**config.mk**
```make
export PLATFORM = sky130hd
export DESIGN_NAME = spi_xip_seq
export DESIGN_NICKNAME = d
export VERILOG_FILES = /design/src/rtl/spi_xip_seq.sv
export SDC_FILE = /design/constraint.sdc
export NUM_CORES = 1
export LEC_CHECK = 0
export ABC_AREA = 1
export CELL_PAD_IN_SITES_DETAIL_PLACEMENT = 2
export CELL_PAD_IN_SITES_GLOBAL_PLACEMENT = 2
export CORE_MARGIN = 5
export CORE_UTILIZATION = 30
export DETAILED_ROUTE_END_ITERATION = 12
export GPL_TIMING_DRIVEN = 0
export PLACE_DENSITY_LB_ADDON = 0.1
export SLEW_MARGIN = 30
export SYNTH_ARGS = -nofsm -noshare
export SYNTH_HDL_FRONTEND = slang
export SYNTH_SLANG_ARGS = --single-unit
```
**constraint.sdc**
```tcl
create_clock -name clock -period 3.5 [get_ports clock]
set_input_delay 1.05 -clock clock [delete_from_list [all_inputs] [get_ports clock]]
set_output_delay 1.05 -clock clock [all_outputs]
set_load 0.03 [all_outputs]
```
**src/rtl/spi_xip_seq.sv**
```systemverilog
// spi_xip_seq -- XIP read sequencer for the SPI flash window.
//
// Accepts one word-read request at a time from the flash-window decoder and
// turns it into the APB register program of the SPI master core for a single
// flash READ (cmd 0x03). The received word is byte-swapped and returned
// upstream as a one-cycle response pulse.
//
// Ports:
//   clock, reset          system clock, asynchronous active-low reset
//   req_valid/req_ready   upstream request handshake
//   req_addr, req_write   byte address in the window; writes are rejected
//   rsp_valid             one-cycle response pulse
//   rsp_data, rsp_err     little-endian read word, error flag
//   out_p*                APB master towards the SPI core register file
//
// Handshake: a request transfers on the rising edge where req_valid and
// req_ready are both 1. req_ready is 1 only while the FSM is IDLE, so it
// drops from the acceptance edge until the cycle after rsp_valid. The
// upstream holds req_valid/req_addr while req_ready is 0.
module spi_xip_seq #(
  parameter logic [31:0] SPI_BASE = 32'h1000_1000,
  parameter logic [31:0] DIVIDER  = 32'h0000_0001,
  parameter logic [31:0] CTRL_CFG = 32'h0000_2440,
  parameter logic [7:0]  SS_MASK  = 8'h01,
  parameter logic [15:0] POLL_MAX = 16'hFFFF
) (
  input  logic        clock,
  input  logic        reset,
  input  logic        req_valid,
  output logic        req_ready,
  input  logic [31:0] req_addr,
  input  logic        req_write,
  output logic        rsp_valid,
  output logic [31:0] rsp_data,
  output logic        rsp_err,
  output logic [31:0] out_paddr,
  output logic        out_psel,
  output logic        out_penable,
  output logic        out_pwrite,
  output logic [31:0] out_pwdata,
  output logic [3:0]  out_pstrb,
  input  logic        out_pready,
  input  logic [31:0] out_prdata,
  input  logic        out_pslverr
);

  typedef enum logic [3:0] {
    S_IDLE, S_W_DIV, S_W_SS, S_W_TX1, S_W_CTRL,
    S_R_POLL, S_R_RX, S_W_SSCLR, S_RESP
  } state_e;

  state_e      state_q, state_d;
  logic        err_q, err_d;
  logic [23:0] addr_q;
  logic [15:0] cnt_q;
  logic [31:0] rx_q;
  logic        rsp_valid_q, rsp_err_q;
  logic [31:0] rsp_data_q;
  logic [31:0] paddr_q, pwdata_q;
  logic        psel_q, penable_q, pwrite_q;
  logic [3:0]  pstrb_q;

  logic        acc_done, start_acc, poll_busy;
  logic [31:0] nxt_addr, nxt_wdata;
  logic        nxt_wr;

  // Only the 24-bit flash offset (word aligned) is forwarded to the flash.
  logic unused_addr_bits;
  assign unused_addr_bits = ^{req_addr[31:24], req_addr[1:0]};

  always_comb begin
    acc_done  = psel_q && penable_q && out_pready;
    poll_busy = out_prdata[8];
    state_d   = state_q;
    err_d     = err_q;
    case (state_q)
      S_IDLE: begin
        if (req_valid) begin
          state_d = req_write ? S_RESP : S_W_DIV;
          err_d   = req_write;
        end
      end
      S_W_DIV, S_W_SS, S_W_TX1, S_W_CTRL, S_R_POLL, S_R_RX: begin
        if (acc_done) begin
          if (out_pslverr) begin
            // Any slave error skips straight to releasing SS.
            err_d   = 1'b1;
            state_d = S_W_SSCLR;
          end else begin
            case (state_q)
              S_W_DIV:  state_d = S_W_SS;
              S_W_SS:   state_d = S_W_TX1;
              S_W_TX1:  state_d = S_W_CTRL;
              S_W_CTRL: state_d = S_R_POLL;
              S_R_POLL: begin
                if (!poll_busy) begin
                  state_d = S_R_RX;
                end else if (cnt_q == POLL_MAX) begin
                  err_d   = 1'b1;
                  state_d = S_W_SSCLR;
                end else begin
                  state_d = S_R_POLL;
                end
              end
              default:  state_d = S_W_SSCLR;
            endcase
          end
        end
      end
      S_W_SSCLR: begin
        if (acc_done) begin
          if (out_pslverr) err_d = 1'b1;
          state_d = S_RESP;
        end
      end
      S_RESP:  state_d = S_IDLE;
      default: state_d = S_IDLE;
    endcase

    // A new SETUP phase starts whenever we enter (or re-enter) an access state.
    start_acc = (state_d != S_IDLE) && (state_d != S_RESP) &&
                ((state_q == S_IDLE) || acc_done);

    nxt_addr  = 32'h0;
    nxt_wdata = 32'h0;
    nxt_wr    = 1'b0;
    case (state_d)
      S_W_DIV:   begin nxt_addr = SPI_BASE + 32'h14; nxt_wr = 1'b1; nxt_wdata = DIVIDER; end
      S_W_SS:    begin nxt_addr = SPI_BASE + 32'h18; nxt_wr = 1'b1; nxt_wdata = {24'h0, SS_MASK}; end
      S_W_TX1:   begin nxt_addr = SPI_BASE + 32'h04; nxt_wr = 1'b1; nxt_wdata = {8'h03, addr_q}; end
      S_W_CTRL:  begin nxt_addr = SPI_BASE + 32'h10; nxt_wr = 1'b1; nxt_wdata = CTRL_CFG | 32'h100; end
      S_R_POLL:  begin nxt_addr = SPI_BASE + 32'h10; end
      S_R_RX:    begin nxt_addr = SPI_BASE; end
      S_W_SSCLR: begin nxt_addr = SPI_BASE + 32'h18; nxt_wr = 1'b1; end
      default:   begin nxt_addr = 32'h0; end
    endcase
  end

  always_ff @(posedge clock or negedge reset) begin
    if (!reset) begin
      state_q     <= S_IDLE;
      err_q       <= 1'b0;
      addr_q      <= 24'h0;
      cnt_q       <= 16'h0;
      rx_q        <= 32'h0;
      rsp_valid_q <= 1'b0;
      rsp_err_q   <= 1'b0;
      rsp_data_q  <= 32'h0;
      paddr_q     <= 32'h0;
      pwdata_q    <= 32'h0;
      psel_q      <= 1'b0;
      penable_q   <= 1'b0;
      pwrite_q    <= 1'b0;
      pstrb_q     <= 4'h0;
    end else begin
      state_q     <= state_d;
      err_q       <= err_d;
      rsp_valid_q <= (state_d == S_RESP);

      if (state_q == S_IDLE && req_valid) begin
        addr_q <= {req_addr[23:2], 2'b00};
        cnt_q  <= 16'h0;
        rx_q   <= 32'h0;
      end
      if (acc_done && state_q == S_R_POLL && !out_pslverr && poll_busy && cnt_q != POLL_MAX)
        cnt_q <= cnt_q + 16'h1;
      if (acc_done && state_q == S_R_RX && !out_pslverr)
        rx_q <= out_prdata;

      if (start_acc) begin
        psel_q    <= 1'b1;
        penable_q <= 1'b0;
        paddr_q   <= nxt_addr;
        pwrite_q  <= nxt_wr;
        pwdata_q  <= nxt_wdata;
        pstrb_q   <= nxt_wr ? 4'hF : 4'h0;
      end else if (psel_q && !penable_q) begin
        penable_q <= 1'b1;
      end else if (acc_done) begin
        psel_q    <= 1'b0;
        penable_q <= 1'b0;
        paddr_q   <= 32'h0;
        pwrite_q  <= 1'b0;
        pwdata_q  <= 32'h0;
        pstrb_q   <= 4'h0;
      end

      if (state_d == S_RESP) begin
        rsp_err_q  <= err_d;
        rsp_data_q <= err_d ? 32'h0 : {rx_q[7:0], rx_q[15:8], rx_q[23:16], rx_q[31:24]};
      end
    end
  end

  assign req_ready   = (state_q == S_IDLE);
  assign rsp_valid   = rsp_valid_q;
  assign rsp_data    = rsp_data_q;
  assign rsp_err     = rsp_err_q;
  assign out_paddr   = paddr_q;
  assign out_psel    = psel_q;
  assign out_penable = penable_q;
  assign out_pwrite  = pwrite_q;
  assign out_pwdata  = pwdata_q;
  assign out_pstrb   = pstrb_q;

endmodule

```
==> impl_metrics.toml <==
[timing]
period_share_pct = 89.8
whs_ps = 479
timing.slew.headroom_pct = 56.1
fin_crit_ps = 3140
hold_viol_final = 0
clock.fmax_mhz = 318
rsz0062_at_grt = "no"
fin_skew_ps = 8.17
drv_slew = 0
setup_violations = 0
worst_slew_pin_slew_ps = 659

[synth]
syn_avg_cell_area_um2 = 8.71
synth_simple_gate_area_share_pct = 27.5
ys_types = 40
ys_seq_elements = 140
synthArstFlopShare_pct = 100
synth_edf_count = 0
synth-compound-area-share_pct = 6.58
syn_area_mm2 = 0.00650
synth-xor-area-share_pct = 0.404
synth_mux_area_share_pct = 0.462
yosys_warnings = 0
yosys.area_share.adder_pct = 0.192
synth_cells = 746
synth_ff_type = "dfrtp_1"
seq_area_frac_synth_pct = 53.9
synth_top_family_by_area = "simple AND/OR/NAND/NOR gates"

[worst_setup_path]
cp_cell_sequence = "nor2_2, nand2_2, inv_1, clkdlybuf4s50_1"
crit_type = "flop to output port"
worstPathRequired_ps = 2450
reg2reg_setup_slack_ps = 1100
crit_slowest_cell = "clkdlybuf4s50_1"
cp-end-kind = "output port"
startpoint_type = "flop"
cp.arrival_ps = 2090
crit_start = "state_q[3]"
crit_family = "buffers and inverters"
reg2reg_from = "state_q[3]"
critPathMaxFanout = 5
cp_num_buf_inv = 2
slowest_delay_ps = 670

[floorplan]
ios = 176
die_h_um = 157
initial_utilization_pct = 30.7
row_count = 53
die_w_um = 157
die_area_mm2 = 0.0247
coreArea_mm2 = 0.0212

[grt]
busiest_layer = "met2"
grtUsageMet2_pct = 31.3
grt_pass1_vias = 6749
grt_max_degree = 86
use_met3_pct = 4.48
overflow = 0
track_usage_pct = 17.9
grtUsageMet1_pct = 22.5
antenna_found_initial = 0
grt_pass1_wl_um = 35200

[layout]
fin_area_mm2 = 0.00893
drive_above_1_share_pct = 13.1
fin_nets = 1001
antennaDiodeCount = 0
syn2layout_area_growth_pct = 37.4

[run_status]
status = "completed"

[power_and_ir_drop]
power_w = 0.00633
p_leak_nw = 4.42
power.internal_w = 0.00385
pwr-share-comb_pct = 37.0
netSwitchingFraction_pct = 39.1
switchingPower_w = 0.00248
ir_drop_mv = 0.338
powerDensity_mw_per_mm2 = 708
power_frac_seq_pct = 32.4
clock_power_share_pct = 30.6

[placed_design]
gp_congestion = 0.815
dpl.hpwl_um = 15900
dpl-instance-area_mm2 = 0.00831
port_buffers = 131

[clocking]
hold_buffers = 0
postCtsSetupBuffers = 0
cts_tree = "yes"
cts_resized = 0
clockBufferDepth = 2
numCtsBuffers = 17
clock-root-buffer = "clkbuf_16"
cts.sinks = 140
clk_latency_ps = 420
clk_pin_slew_worst_paths_ps = 60
htreeDepth = 4

[detailed_routing]
drc = 0
antenna_left = 0
wl_per_cell_um = 17.4
first_pass_iters = 5
via_count = 5722
drt_iter0_drc = 131
vias_per_cell = 4.70
wirelength_um = 21200

[min_path]
hold_path.class = "flop to flop"
min_from = "addr_q[9]"

[flow_run]
max_cap_violations = 0
## sequential cells by signal, summed over array words and instances, names as in the netlist
| name | count |
|---|---|
| rsp_data | 32 |
| rx_q | 32 |
| out_pwdata | 24 |
| addr_q | 22 |
| cnt_q | 16 |
| out_paddr | 4 |
| state_q | 4 |
| err_q | 1 |
| out_penable | 1 |
| out_psel | 1 |
| out_pstrb | 1 |
| rsp_err | 1 |
| rsp_valid | 1 |
## cells by family after synthesis
logic type,after synthesis
and+or+nand+nor,385
other,1
muxes,3
DFF,140
adders and majority gates,1
AOI/OAI and AO/OA,76
xor gates and xnor gates,3
buffers and inverters,137
## final timing paths
kind,endpoint,cells after the start
setup reg to reg,out_pwdata[23],11
min in group asynchronous,cnt_q[4],1
max in group asynchronous,out_pwdata[18],2
hold reg to reg,addr_q[9],2
hold / removal,addr_q[9],2
setup / recovery,req_ready,4
## Yosys cell counts, drive strengths merged, types with 3 or more instances
library cell	n	area share, %
o21ai	57	4.6
nor3	7	0.62
nand4	4	0.38
dfrtp	140	54
nand2	211	13
inv	62	3.6
clkbuf	19	1.1
buf	54	6.1
nor2	27	2.3
mux2i	3	0.46
a21oi	11	0.85
nand3	134	11
## metal layers
metal  wire (um)  share of wire [%]  up-vias
li1            -                  -     2705
met1        9260                 44     2894
met2       10900                 51      108
met3         895                4.2       15
met4         171               0.81        0
met5           0                  0        -
## placed cells by master, fill, tap and decap left out, types with 5 or more instances in the layout
cell type / n
o21ai_0: 53
nor3_1: 6
inv_2: 5
buf_4: 43
a21oi_1: 11
nor2_2: 7
nand3_1: 122
dfrtp_1: 140
clkinvlp_4: 5
nand3_2: 12
inv_1: 56
clkbuf_16: 17
nand2_2: 6
clkdlybuf4s50_1: 130
nand2_1: 202
clkbuf_1: 20
nor2_1: 17
conb_1: 34
## power groups by stage
stage	clock, W	sequential, W	combinational, W
after floorplan	0	0.00224	0.00130
after global placement	0	0.00206	0.00228
final	0.00194	0.00205	0.00234
after detailed placement	0	0.00208	0.00236
after global routing	0.00206	0.00208	0.00256
after CTS	0.00198	0.00206	0.00238
## through the flow
| stage | utilization [%] | cells | setup WS (ps) | setup TNS (ps) |
|---|---|---|---|---|
| after global routing | 42.2 | 1217 | 253 | 0 |
| after detailed placement | 39.3 | 1186 | 76.1 | 0 |
| after CTS | 42.2 | 1217 | 326 | 0 |
| after global placement | 39.1 | 1185 | -4500 | -628190 |
| after floorplan | - | 779 | 1060 | 0 |
| final | 42.2 | 1217 | 356 | 0 |
## area by class of cell
type                    instances  area [um^2]
plain buffers                  73          467
clock buffers                  18          429
clock inverters                13          191
fillers                      2385        12200
inverters                      64          243
multi-input cells             502         2410
flip-flops and latches        140         3500
well taps                     275          344
repair buffers                132         1340
## worst register-to-register path, stage by stage (launching register included)
cell,delay (ps)
dfrtp_1,430
nor2_2,270
nand2_2,200
nor2_8,230
inv_2,120
o21ai_4,350
nor2_4,100
nand3_2,160
inv_4,100
buf_6,170
nand3_1,90
nand2_1,60
No activity file was read; power rests on OpenSTA's default activity.
